[config.mk]
export PLATFORM = sky130hd
export DESIGN_NAME = output_serializer_flat
export DESIGN_NICKNAME = d
export VERILOG_FILES = /design/src/rtl/output_serializer_if.sv /design/src/rtl/output_serializer.sv /design/src/flat_wrapper.sv
export SDC_FILE = /design/constraint.sdc
export NUM_CORES = 1
export LEC_CHECK = 0
export CAP_MARGIN = 20
export CORE_ASPECT_RATIO = 1.4
export CORE_UTILIZATION = 49
export CTS_BUF_LIST = sky130_fd_sc_hd__clkbuf_8
export DETAILED_ROUTE_END_ITERATION = 6
export GPL_TIMING_DRIVEN = 1
export HOLD_SLACK_MARGIN = 0.15
export PLACE_DENSITY = 0.79
export SLEW_MARGIN = 20
export SYNTH_ARGS = -nofsm -noshare
export SYNTH_HDL_FRONTEND = slang
export SYNTH_SLANG_ARGS = --single-unit
[constraint.sdc]
create_clock -name clk -period 1.6 [get_ports clk]
set_clock_uncertainty 0.05 [all_clocks]
set_input_delay 0.32 -clock clk [delete_from_list [all_inputs] [get_ports clk]]
set_output_delay 0.32 -clock clk [all_outputs]
set_load 0.05 [all_outputs]
[src/rtl/output_serializer_if.sv]
// Byte-stream link between the serializer and the output pins.
// master drives the byte and its valid flag; slave returns ready.
interface output_serializer_if;
  logic [7:0] data_out;
  logic       data_valid;
  logic       data_ready;

  modport master (
    output data_out,
    output data_valid,
    input  data_ready
  );

  modport slave (
    input  data_out,
    input  data_valid,
    output data_ready
  );
endinterface

[src/rtl/output_serializer.sv]
// Transmit side of the array multiplier's byte stream.
// Grabs all result words in one cycle into a wide shift buffer, then shifts
// it out least-significant byte first over a valid/ready handshake.
// The frame ends with a one-cycle done pulse.
module output_serializer #(
  parameter int N_WORDS = 9,
  parameter int WORD_W  = 18
) (
  input  logic                        clk,
  input  logic                        reset,      // asynchronous, active low
  input  logic [N_WORDS*WORD_W-1:0]   result_in,
  input  logic                        load,
  output logic                        busy,
  output logic                        done,
  output_serializer_if.master         tx
);

  localparam int BPW       = (WORD_W + 7) / 8;
  localparam int SLOT_W    = BPW * 8;
  localparam int BUF_W     = N_WORDS * SLOT_W;
  localparam int LAST_BYTE = N_WORDS * BPW - 1;

  typedef enum logic {IDLE, SEND} state_t;

  state_t             state_q, state_d;
  logic [4:0]         idx_q, idx_d;
  logic [BUF_W-1:0]   buf_q, buf_d;
  logic               done_q, done_d;
  logic [BUF_W-1:0]   frame_img;

  // Each word sits in its own byte-aligned slot, zero-extended so the pad
  // bits of the top byte go out as 0 and byte order falls out of the layout.
  for (genvar gi = 0; gi < N_WORDS; gi++) begin : g_slot
    assign frame_img[gi*SLOT_W +: SLOT_W] = SLOT_W'(result_in[gi*WORD_W +: WORD_W]);
  end

  // Next-state logic: capture in IDLE, shift one byte per accepted transfer in SEND.
  always_comb begin
    state_d = state_q;
    idx_d   = idx_q;
    buf_d   = buf_q;
    done_d  = 1'b0;
    unique case (state_q)
      IDLE: begin
        if (load) begin
          state_d = SEND;
          idx_d   = 5'd0;
          buf_d   = frame_img;
        end
      end
      SEND: begin
        if (tx.data_ready) begin
          // Shifting in zeros leaves the buffer empty once the frame drains.
          buf_d = buf_q >> 8;
          if (idx_q == 5'(LAST_BYTE)) begin
            state_d = IDLE;
            idx_d   = 5'd0;
            done_d  = 1'b1;
          end else begin
            idx_d = idx_q + 5'd1;
          end
        end
      end
      default: state_d = IDLE;
    endcase
  end

  // State registers; reset aborts any frame in flight without a done pulse.
  always_ff @(posedge clk or negedge reset) begin
    if (!reset) begin
      state_q <= IDLE;
      idx_q   <= 5'd0;
      buf_q   <= '0;
      done_q  <= 1'b0;
    end else begin
      state_q <= state_d;
      idx_q   <= idx_d;
      buf_q   <= buf_d;
      done_q  <= done_d;
    end
  end

  // Outputs come straight from flops, so valid never depends on ready.
  assign tx.data_out   = buf_q[7:0];
  assign tx.data_valid = (state_q == SEND);
  assign busy          = (state_q == SEND);
  assign done          = done_q;

endmodule

[src/flat_wrapper.sv]
// flat-port wrapper written by rule: the top's interface ports become plain ports
module output_serializer_flat 
#(
  parameter int N_WORDS = 9,
  parameter int WORD_W  = 18
)
  (clk, reset, result_in, load, busy, done, tx_data_out, tx_data_valid, tx_data_ready);
  output_serializer_if tx_i ();
  input  logic clk;
  input  logic reset;
  input  logic [N_WORDS*WORD_W-1:0] result_in;
  input  logic load;
  output logic busy;
  output logic done;
  output wire logic [$bits(tx_i.data_out)-1:0] tx_data_out;
  output wire logic [$bits(tx_i.data_valid)-1:0] tx_data_valid;
  input wire logic [$bits(tx_i.data_ready)-1:0] tx_data_ready;
  assign tx_data_out = tx_i.data_out;
  assign tx_data_valid = tx_i.data_valid;
  assign tx_i.data_ready = tx_data_ready;
  output_serializer #(.N_WORDS(N_WORDS), .WORD_W(WORD_W)) u_core (.clk(clk), .reset(reset), .result_in(result_in), .load(load), .busy(busy), .done(done), .tx(tx_i));
endmodule
==> out/summary.md <==
Category of the worst setup path capture point: a register. Walking the worst path, the cells encountered are buf_6, mux2i_4, buf_6, clkbuf_16, clkbuf_16, a22o_1. The internal portion of the total power is 0.00946 W. The analysis attributes to net switching a power of 0.00332 W. CTS built an H-tree with a depth of 2. The area growth from synthesis to layout is 40.6%.

Overall routing resource usage: 22.7%. The largest individual stage delay along the critical path comes from the cell sky130_fd_sc_hd__dfrtp_4. The die extent in y is 167 um, and the static leakage is 6.90 nW. The tools report the final count of pins violating max slew as 0. After the flow finishes, the layout carries non-filler instances totaling 1330. Pin placement for this block handled 177 I/O pins. The share of total power consumed by net switching came out at 26.0%. The checks that failed: negative setup slack. Following the worst setup path forward leads to its endpoint at u_core.buf_q[69]. Dividing total power by cell area gives a power density of 954 mW/mm^2. The max-capacitance violation count is 0. Setup repair after global routing could not meet its margin everywhere.

The congestion estimate from routability-driven global placement came to 0.773. Sequential cells burn 47.9% of the power. The final layout contains routed wiring with a total length of 25.9 mm. The first TritonRoute pass finished after 4 iterations. The worst slack after detailed placement came out at -218 ps. The clock network burns 37.7% of the power. Arrival time at the worst endpoint: 2020 ps. The number of I/O port buffers was 176. The most common library cell in the layout ignoring fill and taps was sky130_fd_sc_hd__dfrtp_1. Class of the most critical setup path: register to register.

In the routed design, unresolved DRC markers number 0. The first global-routing pass estimated 36.3 mm of wire. Detailed placement finished with a half-perimeter wire length of 15.1 mm. When the netlist entered floorplanning its net count stood at 1006. The die outline width is 120 um. In this run, distinct cell masters in the synthesized netlist total 24. The run gives 49.8% as the effective utilization at floorplan. The origin of the worst setup path is u_core.busy.

The launch instance of the worst register-to-register path was u_core.busy. The run gives 3 as the largest buffer count on any clock path. The maximum resistive drop on vdd was 0.601 mV.

In the final routed layout, each cell accounts on average for 19.5 um. The area of the core is 0.0191 mm^2, and the synthesized-area fraction occupied by and/or/nand/nor cells is 6.83%. Startpoint type of the worst setup path: a register. The mux cell area share after synthesis works out to 16.5%. Counting every instance in the synthesized netlist gives 838.

Of the total power, combinational logic draws 14.4%. Summed over all failing endpoints, the final setup total negative slack is -1450 ps. The final-layout fill cell count is 1324, and the setup slack of the critical path after layout is -90.7 ps. The worst hold slack across all endpoints is 264 ps, and the share of post-route cells with drive strength above 1 is 19.9%. The worst path needs 1690 ps of the cycle, external delays included. Clock-pin slew was measured on the worst setup and hold paths at 70 ps. The logs give 591 MHz for the maximum frequency from static timing analysis and 0 for the global route total overflow. The number of antenna violations at the first check in global routing is 1, and the number of nets in the finished design is 1224. The normalized max-slew margin came out at 73.3%. The logs give 0 for the Yosys warning count and 57.0% for the sequential fraction of the synthesis area. Largest stage delay on the critical path: 490 ps. After synthesis, the largest family of logic cells by area is multiplexers. Synthesis inferred 217 register bits.

Entering global routing, the biggest net connects 50 pins. Of the total synthesized cell area, the portion taken by XOR and XNOR cells is 0.0919%. CTS placed an instance of sky130_fd_sc_hd__clkbuf_8 at the clock tree root.

The data required time at the worst endpoint is 1920 ps, and the number of rows created at floorplan is 60. The cell area after synthesis is 0.00953 mm^2. Leaving out fill and tap cells, the most frequent cells in the layout are sky130_fd_sc_hd__dfrtp_1, sky130_fd_sc_hd__clkdlybuf4s50_1, sky130_fd_sc_hd__mux2i_1.

At the pin with the least slew margin, the transition time is 400 ps. The final route contains 7379 vias. The run gives 36 as the number of buffers added by the clock tree synthesis step.

The number of hold-slack violations in the final timing report came out at 0. Measured in cells, the most critical reg-to-reg path has a length of 6. The synthesized-area fraction occupied by ao, oa, aoi and oai cells was 13.6%; the area of the die was 0.0200 mm^2.

Setup violations remaining at the end of the flow were counted as 52. The endpoint of the lowest-slack register-to-register path was u_core.buf_q[69]. The final clock period utilization by the worst path was 106%. For the total instance count after detailed placement, the log shows 1233. The clock net in this run drives a total of 217 sinks. Average footprint of a synthesized cell: 11.4 um^2.

The biggest fanout along the worst timing path is 8. TritonCTS built the clock tree. The number of global-route vias before repair came out at 7408. For the worst-skew pair, the clock arrives at the later sink with an insertion delay of 500 ps.

The run finished, with violations left. Register-to-register path setup slack: -90 ps. Summing the areas of all fa, ha and maj instances in the mapped netlist gives 0.263% of the synthesized area.

Number of vias per cell: 5.55. Class of the tightest hold or removal check: primary input to asynchronous set/reset pin. The number of nets still failing antenna checks after routing came out at 0.

The detailed router finished its first iteration with 400 violations.
==> final cells by class <==
| cell class | count | area, um^2 | area share (%) |
|---|---|---|---|
| repair buffers | 254 | 3130 | 23.3 |
| diodes | 1 | 2.50 | 0.0187 |
| flip-flops and latches | 217 | 5430 | 40.6 |
| clock buffers | 47 | 647 | 4.83 |
| well taps | 248 | 310 | 2.32 |
| clock inverters | 16 | 70.1 | 0.523 |
| multi-input cells | 544 | 3800 | 28.3 |
| inverters | 3 | 11.3 | 0.0840 |
==> state kept, by name, indices dropped and copies added, names as in the netlist <==
| name | cells |
|---|---|
| u_core.buf_q | 210 |
| u_core.idx_q | 5 |
| u_core.busy | 1 |
| u_core.done | 1 |
==> worst min path at each step <==
| stage | startpoint | to | slack [ps] | depth (start not counted) |
|---|---|---|---|---|
| 2_1_floorplan | reset | u_core.buf_q[0] | -30 | 0 |
| 5_1_grt | reset | u_core.buf_q[70] | 280 | 2 |
| 4_1_cts | reset | u_core.buf_q[78] | 260 | 2 |
| 3_5_place_dp | reset | u_core.buf_q[67] | 200 | 1 |
| 6_report | reset | u_core.buf_q[70] | 260 | 2 |
| 3_3_place_gp | reset | u_core.buf_q[67] | 200 | 1 |
==> cells by family after synthesis <==
family	Yosys count
compound gates	216
fa+ha+maj	2
buf+inv	77
simple gates	169
mux	156
xor+xnor	1
flops	217
==> layer usage <==
| metal | up-vias | track usage, % | part of all wire, % |
|---|---|---|---|
| li1 | 3376 | - | - |
| met1 | 3664 | 27.7 | 40 |
| met2 | 271 | 40.4 | 52 |
| met3 | 68 | 3.08 | 4.4 |
| met4 | 0 | 9.08 | 3.7 |
| met5 | - | 0 | 0 |
==> power by group through the flow <==
stage	registers [W]	clock network [W]	logic [W]
after floorplan	0.00607	0	0.000793
after global placement	0.00616	0	0.00154
after detailed placement	0.00617	0	0.00158
after CTS	0.00608	0.00488	0.00159
after global routing	0.00615	0.00514	0.00198
final	0.00612	0.00482	0.00184
==> critical path: cells and delay by family, from the launching register on <==
kind / cells / cell delay [ps]
DFF: 1 / 490
AOI/OAI and AO/OA: 1 / 200
buffers and inverters: 4 / 630
muxes: 1 / 190
==> stage by stage <==
step           instance area (um^2)  utilization (%)  power [W]
2_1_floorplan                  9540                -    0.00687
3_3_place_gp                  11700             61.3    0.00770
3_5_place_dp                  11700             61.3    0.00775
4_1_cts                       12500             65.5     0.0126
5_1_grt                       13400             70.0     0.0133
6_report                      13400             70.0     0.0128
==> Yosys cell counts <==
cell type                  count  share of area, %
sky130_fd_sc_hd__nor2b_1       1             0.066
sky130_fd_sc_hd__mux2i_4       1              0.24
sky130_fd_sc_hd__xor2_1        1             0.092
sky130_fd_sc_hd__o21ai_1      46               2.4
sky130_fd_sc_hd__inv_1         3              0.12
sky130_fd_sc_hd__clkbuf_1     13              0.51
sky130_fd_sc_hd__buf_1         1             0.039
sky130_fd_sc_hd__nand3_1       3              0.16
sky130_fd_sc_hd__and2_1        1             0.066
sky130_fd_sc_hd__a22o_1       56               5.1
sky130_fd_sc_hd__nand4b_1      1             0.092
sky130_fd_sc_hd__dfrtp_1     217                57
sky130_fd_sc_hd__or3_1         1             0.066
sky130_fd_sc_hd__buf_2        17              0.89
sky130_fd_sc_hd__buf_4        11              0.87
sky130_fd_sc_hd__a21oi_1       1             0.052
sky130_fd_sc_hd__clkbuf_2      7              0.37
sky130_fd_sc_hd__nor2_1        3              0.12
sky130_fd_sc_hd__ha_1          2              0.26
sky130_fd_sc_hd__mux2i_1     155                16
sky130_fd_sc_hd__nand2_1     159               6.3
sky130_fd_sc_hd__buf_6        25               3.0
sky130_fd_sc_hd__a31oi_1       1             0.066
sky130_fd_sc_hd__o21ai_0     112               5.9
==> timing repair <==
item,in CTS,in global routing
resized for setup,5,112
setup endpoints to repair,2,186
cloned,1,19
buffers inserted,4,10
hold buffers,1,0
pin swaps,0,1
hold endpoints to repair,217,0
Power figures use the tool's default switching activity.
